**src/rtl/spike_train_gen_pkg.sv**
```systemverilog
// Shared definitions for the spike train generator: state encoding, default
// widths and the request clamp.
package spike_train_gen_pkg;

    localparam int unsigned CNT_W_DEF    = 32;
    localparam int unsigned SLOT_W_DEF   = 16;
    localparam int unsigned CLAMP_CNT_W  = 64;
    localparam int unsigned CLAMP_SLOT_W = 32;

    typedef enum logic {
        IDLE = 1'b0,
        RUN  = 1'b1
    } state_t;

    // Clamp a requested count to the number of available slots; sized wide
    // enough that callers only zero-extend into it.
    function automatic logic [CLAMP_SLOT_W-1:0] min_cnt(
        input logic [CLAMP_CNT_W-1:0]  cnt,
        input logic [CLAMP_SLOT_W-1:0] slots
    );
        if (cnt > CLAMP_CNT_W'(slots)) begin
            return slots;
        end
        return CLAMP_SLOT_W'(cnt);
    endfunction

endpackage

```
**src/rtl/spike_train_gen_acc.sv**
```systemverilog
// Bresenham-style rate accumulator: adds N per step and fires whenever the
// running sum reaches M, which spreads N fires evenly over M steps.
module spike_bresenham_acc #(
    parameter int unsigned SLOT_W = 16
) (
    input  logic            clk,
    input  logic            reset_n,
    input  logic            clear,
    input  logic            step,
    input  logic [SLOT_W:0] n,
    input  logic [SLOT_W:0] m,
    output logic            fire_c
);

    logic [SLOT_W:0] acc_q;
    logic [SLOT_W:0] acc_d;
    logic [SLOT_W:0] sum;

    // acc < M and N <= M, so the sum always fits in SLOT_W+1 bits
    always_comb begin
        sum    = acc_q + n;
        fire_c = step && (sum >= m);
        acc_d  = acc_q;
        if (clear) begin
            acc_d = '0;
        end else if (step) begin
            acc_d = fire_c ? (sum - m) : sum;
        end
    end

    always_ff @(posedge clk or negedge reset_n) begin
        if (!reset_n) begin
            acc_q <= '0;
        end else begin
            acc_q <= acc_d;
        end
    end

endmodule

```
**src/rtl/spike_train_gen.sv**
```systemverilog
// Rate-to-spike encoder: emits the requested number of single-cycle spikes per
// frame, evenly spaced across the frame's neuron ticks.
module spike_train_gen
    import spike_train_gen_pkg::*;
#(
    parameter int unsigned CNT_W  = CNT_W_DEF,
    parameter int unsigned SLOT_W = SLOT_W_DEF
) (
    input  logic              clk,
    input  logic              reset_n,
    input  logic              tick,
    input  logic              frame_start,
    input  logic [CNT_W-1:0]  i_cnt,
    input  logic [SLOT_W-1:0] slots,
    output logic              spike,
    output logic [CNT_W-1:0]  spike_cnt_out,
    output logic              frame_done,
    output logic              sat,
    output logic              busy
);

    state_t            state_q, state_d;
    logic [SLOT_W:0]   m_q, m_d;
    logic [SLOT_W:0]   n_q, n_d;
    logic [SLOT_W-1:0] slot_idx_q, slot_idx_d;
    logic [SLOT_W:0]   emitted_q, emitted_d;
    logic              spike_d, frame_done_d, sat_d, busy_d;
    logic [CNT_W-1:0]  cnt_out_d;
    logic              acc_clear, acc_step, fire_c;

    spike_bresenham_acc #(
        .SLOT_W (SLOT_W)
    ) u_acc (
        .clk     (clk),
        .reset_n (reset_n),
        .clear   (acc_clear),
        .step    (acc_step),
        .n       (n_q),
        .m       (m_q),
        .fire_c  (fire_c)
    );

    // Next-state and output logic; frame_start outranks any same-cycle tick
    always_comb begin
        state_d      = state_q;
        m_d          = m_q;
        n_d          = n_q;
        slot_idx_d   = slot_idx_q;
        emitted_d    = emitted_q;
        spike_d      = 1'b0;
        frame_done_d = 1'b0;
        cnt_out_d    = spike_cnt_out;
        sat_d        = sat;
        acc_clear    = 1'b0;
        acc_step     = 1'b0;

        if (frame_start) begin
            m_d        = {1'b0, slots};
            n_d        = (SLOT_W+1)'(min_cnt(CLAMP_CNT_W'(i_cnt), CLAMP_SLOT_W'(slots)));
            sat_d      = CLAMP_CNT_W'(i_cnt) > CLAMP_CNT_W'(slots);
            acc_clear  = 1'b1;
            slot_idx_d = '0;
            emitted_d  = '0;
            state_d    = (slots == '0) ? IDLE : RUN;
            if (state_q == RUN) begin
                cnt_out_d    = CNT_W'(emitted_q);
                frame_done_d = 1'b1;
            end else if (slots == '0) begin
                cnt_out_d    = '0;
                frame_done_d = 1'b1;
            end
        end else if (state_q == RUN && tick) begin
            acc_step   = 1'b1;
            slot_idx_d = slot_idx_q + 1'b1;
            if (fire_c) begin
                spike_d   = 1'b1;
                emitted_d = emitted_q + 1'b1;
            end
            if (slot_idx_q == SLOT_W'(m_q - 1'b1)) begin
                cnt_out_d    = CNT_W'(emitted_d);
                frame_done_d = 1'b1;
                state_d      = IDLE;
            end
        end

        busy_d = (state_d == RUN);
    end

    always_ff @(posedge clk or negedge reset_n) begin
        if (!reset_n) begin
            state_q       <= IDLE;
            m_q           <= '0;
            n_q           <= '0;
            slot_idx_q    <= '0;
            emitted_q     <= '0;
            spike         <= 1'b0;
            frame_done    <= 1'b0;
            spike_cnt_out <= '0;
            sat           <= 1'b0;
            busy          <= 1'b0;
        end else begin
            state_q       <= state_d;
            m_q           <= m_d;
            n_q           <= n_d;
            slot_idx_q    <= slot_idx_d;
            emitted_q     <= emitted_d;
            spike         <= spike_d;
            frame_done    <= frame_done_d;
            spike_cnt_out <= cnt_out_d;
            sat           <= sat_d;
            busy          <= busy_d;
        end
    end

endmodule

```
**config.mk**
```make
export PLATFORM = sky130hd
export DESIGN_NAME = spike_train_gen
export DESIGN_NICKNAME = d
export VERILOG_FILES = /design/src/rtl/spike_train_gen_pkg.sv /design/src/rtl/spike_train_gen_acc.sv /design/src/rtl/spike_train_gen.sv
export SDC_FILE = /design/constraint.sdc
export NUM_CORES = 1
export LEC_CHECK = 0
export BUFFER_PORTS_ARGS = -buffer_cell sky130_fd_sc_hd__buf_4
export CAP_MARGIN = 40
export CORE_MARGIN = 2
export CORE_UTILIZATION = 50
export DETAILED_ROUTE_END_ITERATION = 10
export PLACE_DENSITY = 0.7
export SLEW_MARGIN = 10
export SYNTH_ARGS = -nofsm -noshare
export SYNTH_HDL_FRONTEND = slang
export SYNTH_SLANG_ARGS = --single-unit
```
**constraint.sdc**
```tcl
create_clock -name clk -period 5.6 [get_ports clk]
set_input_delay 0.28 -clock clk [delete_from_list [all_inputs] [get_ports clk]]
set_output_delay 0.28 -clock clk [all_outputs]
set_load 0.005 [all_outputs]
```
==> metrics.md <==
| Metric | Value |
|---|---|
| Share of cells above drive strength 1 | `0.132` |
| First-pass GRT wire length | `29.8 mm` |
| Worst r2r src | `n_q[0]` |
| Vias | `6493` |
| Hold Path Origin | `i_cnt[0]` |
| Asr flop ratio synth | `1.00` |
| Worst EP required | `5850 ps` |
| Hold Path Class | `in2reg` |
| CTS root buf | `clkbuf_16` |
| Synthesized area per cell | `8.74 µm²` |
| Fmax | `213 MHz` |
| CP cell instances | `ha_1, inv_1, fa_1, nor2b_1, o31ai_1, a21oi_1, or2_2, a311oi_1, xnor2_1, ha_1, and2_1, and3_1, nand2_1, nor2_1, a21o_1, a211o_1, buf_4, nand2_1, inv_1, o21ai_0, a211o_1` |
| Initial Utilization | `0.507` |
| Distinct cells, synth | `69` |
| Cell depth of the worst hold path | `3` |
| Leading cell type in the layout, fill and taps excluded | `dfrtp_1` |
| CTS H-tree lvls | `3` |
| Reg2Reg Depth | `21` |
| Worst setup startpoint | `n_q[0]` |
| Placed Area | `8230 µm²` |
| Detailed Route Iter0 Violations | `382` |
| Reg clk slew, reported paths | `70 ps` |
| Vias/cell | `5.80` |
| Final Cycle Share | `0.839` |
| Initial antenna violation count | `0` |
| Largest net degree at the start of global routing | `91` |
| #FFs+latches synth | `104` |
| Final hold vios | `0` |
| Post-synthesis sequential area ratio | `0.342` |
| Syn Inst Count | `872` |
| Critical Path Start Type | `flop` |
| Worst path slowest cell | `ha_1` |
| Total congestion overflow | `0` |
| Worst path arrival time | `4950 ps` |
| Slew @ Worst Pin | `817 ps` |
| Fin area | `8520 µm²` |
| Post-route DRC | `0` |
| CORE AREA | `15000 µm²` |
| CTS tree | `yes` |
| DR WL/cell | `16.0 µm` |
| RSZ-0062 raised after global routing | `no` |
| Status | `complete, no violations` |
| Pwr Density | `385 nW/µm²` |
| Min cycle time layout | `4700 ps` |
| CTS Sinks | `104` |
| Full die area | `16200 µm²` |
| Routed Antenna Nets | `0` |
| Synthesized area | `7620 µm²` |
| CP Class | `reg2reg` |
| Synth-to-Final Area Change | `11.8%` |
| IO buf count | `72` |
| TNS Setup | `0 ps` |
| Clock Skew | `9.96 ps` |
| Setup bufs post-CTS | `0` |
| Num CTS Buffers | `9` |
| Max-cap violation count | `0` |
| Final wirelength | `17.9 mm` |
| CP max stage delay | `410 ps` |
| Drt pass-1 iters | `5` |
| Crit Path Max Fanout | `33` |
| Row count | `45` |
| Max clock buf depth | `2` |
| Dpl hpwl | `13.2 mm` |
| GRT Resource Usage Total | `0.228` |
| Post-synth EDFFs | `0` |
| Worst setup EP type | `flop` |
| Fin. max-slew vios | `0` |
| Final #Nets | `1032` |
| Die Y-Extent | `127 µm` |
| Gpl congestion | `0.923` |
| # setup viols final | `0` |
| Synth warnings | `0` |
| Final WS setup | `899 ps` |
| Worst skew pair latency | `360 ps` |
| Antenna cell count | `0` |
| Commonest non-fill, non-tap cells in the layout | `dfrtp_1, buf_4, nand2_1` |
| Pleak | `4.05 nW` |
| VDD IR max | `224 µV` |
| Dpl ws | `978 ps` |
| Main flop type after synthesis | `dfrtp_1` |
| # IOs | `88` |
| Die width | `127 µm` |
| Fill count | `1379` |
| Slew HR | `0.456` |
| Vias in the first global route | `6038` |
==> layout make-up <==
class,count,area (µm²),area share
Sequential cell,104,2600,0.305
Tap cell,188,235,0.0276
Multi-Input combinational cell,667,4550,0.534
Clock buffer,9,225,0.0264
Clock inverter,6,52.6,0.00617
Inverter,62,233,0.0273
Timing Repair Buffer,83,624,0.0733
==> layer usage <==
layer | part of all wire | wire (µm) | track usage | up-vias
met4 | 0.021 | 368 | 0.0814 | 0
met5 | 0 | 0 | 0 | -
met3 | 0.043 | 780 | 0.0306 | 23
met2 | 0.46 | 8270 | 0.365 | 164
li1 | - | - | - | 3229
met1 | 0.47 | 8510 | 0.318 | 3077
==> registers in the layout, indices dropped and copies added, names as in the netlist, 16 cells and up <==
| name | cells |
|---|---|
| n_q | 17 |
| slot_idx_q | 16 |
| m_q | 16 |
| spike_cnt_out | 17 |
| emitted_q | 17 |
| u_acc.acc_q | 17 |
==> synthesized netlist by cell type, types with 6 or more instances <==
| library cell | n | area, µm² |
|---|---|---|
| buf_4 | 15 | 113 |
| o21ai_0 | 48 | 240 |
| nand3_1 | 45 | 225 |
| nand2b_1 | 8 | 50.1 |
| nor3_1 | 19 | 95.1 |
| o221ai_1 | 16 | 140 |
| o211ai_1 | 7 | 52.6 |
| nor2_1 | 64 | 240 |
| o21a_1 | 6 | 45.0 |
| nor2b_1 | 8 | 50.1 |
| nand4_1 | 13 | 81.3 |
| a21oi_1 | 43 | 215 |
| o311ai_2 | 7 | 114 |
| buf_2 | 6 | 30.0 |
| xor2_1 | 44 | 385 |
| a31oi_1 | 11 | 68.8 |
| mux2i_1 | 14 | 140 |
| clkbuf_1 | 25 | 93.8 |
| or3_1 | 6 | 37.5 |
| a21o_1 | 17 | 128 |
| and2_1 | 7 | 43.8 |
| xnor2_1 | 30 | 263 |
| a211oi_1 | 14 | 105 |
| nor4_1 | 13 | 81.3 |
| and4_1 | 6 | 52.6 |
| dfrtp_1 | 104 | 2600 |
| ha_1 | 51 | 638 |
| inv_1 | 62 | 233 |
| nand2_1 | 76 | 285 |
| and3_1 | 12 | 75.1 |
==> logic make-up (layout without fill, tap and decap cells) <==
logic type / count (synthesis) / after routing / share of synthesized area
DFF: 104 / 104 / 0.342
muxes: 15 / 15 / 0.0199
and+or+nand+nor: 297 / 297 / 0.194
AOI/OAI and AO/OA: 212 / 212 / 0.198
xor gates and xnor gates: 75 / 75 / 0.0880
buffers and inverters: 115 / 160 / 0.0690
adders and majority gates: 53 / 53 / 0.0890
other: 1 / 15 / 0.000492
==> timing repair <==
action	CTS	global route
hold buffers	1	0
gates resized for setup	0	0
hold endpoints to repair	50	0
==> metrics by stage <==
stage,utilization,instances,total power [W],hold WS [ps]
after CTS,0.567,1119,0.00327,152
after floorplan,-,886,0.00228,-15.6
after global routing,0.567,1119,0.00354,190
after detailed placement,0.548,1103,0.00264,363
final,0.567,1119,0.00328,159
after global placement,0.546,1100,0.00263,359
==> report_power, final <==
group | internal, W | total (W) | switching, W
logic | 0.000748 | 0.00178 | 0.00103
registers | 0.000829 | 0.000890 | 0.0000612
clock network | 0.000306 | 0.000609 | 0.000304
==> worst max-delay path, delay by kind of cell (launching register included) <==
family          cells  cell delay, ps
compound gates      7            1550
xor+xnor            1             140
fa+ha+maj           3             850
buf+inv             3             550
flops               1             390
simple gates        7            1110
==> final timing paths <==
| check | endpoint | slack [ps] |
|---|---|---|
| min | n_q[0] | 160 |
| min in group asynchronous | slot_idx_q[2] | 490 |
| max | spike_cnt_out[1] | 900 |
| min reg2reg | spike_cnt_out[9] | 490 |
| max reg2reg | spike_cnt_out[1] | 900 |
| max in group asynchronous | u_acc.acc_q[15] | 4000 |
(Power assumes the default switching activity.)
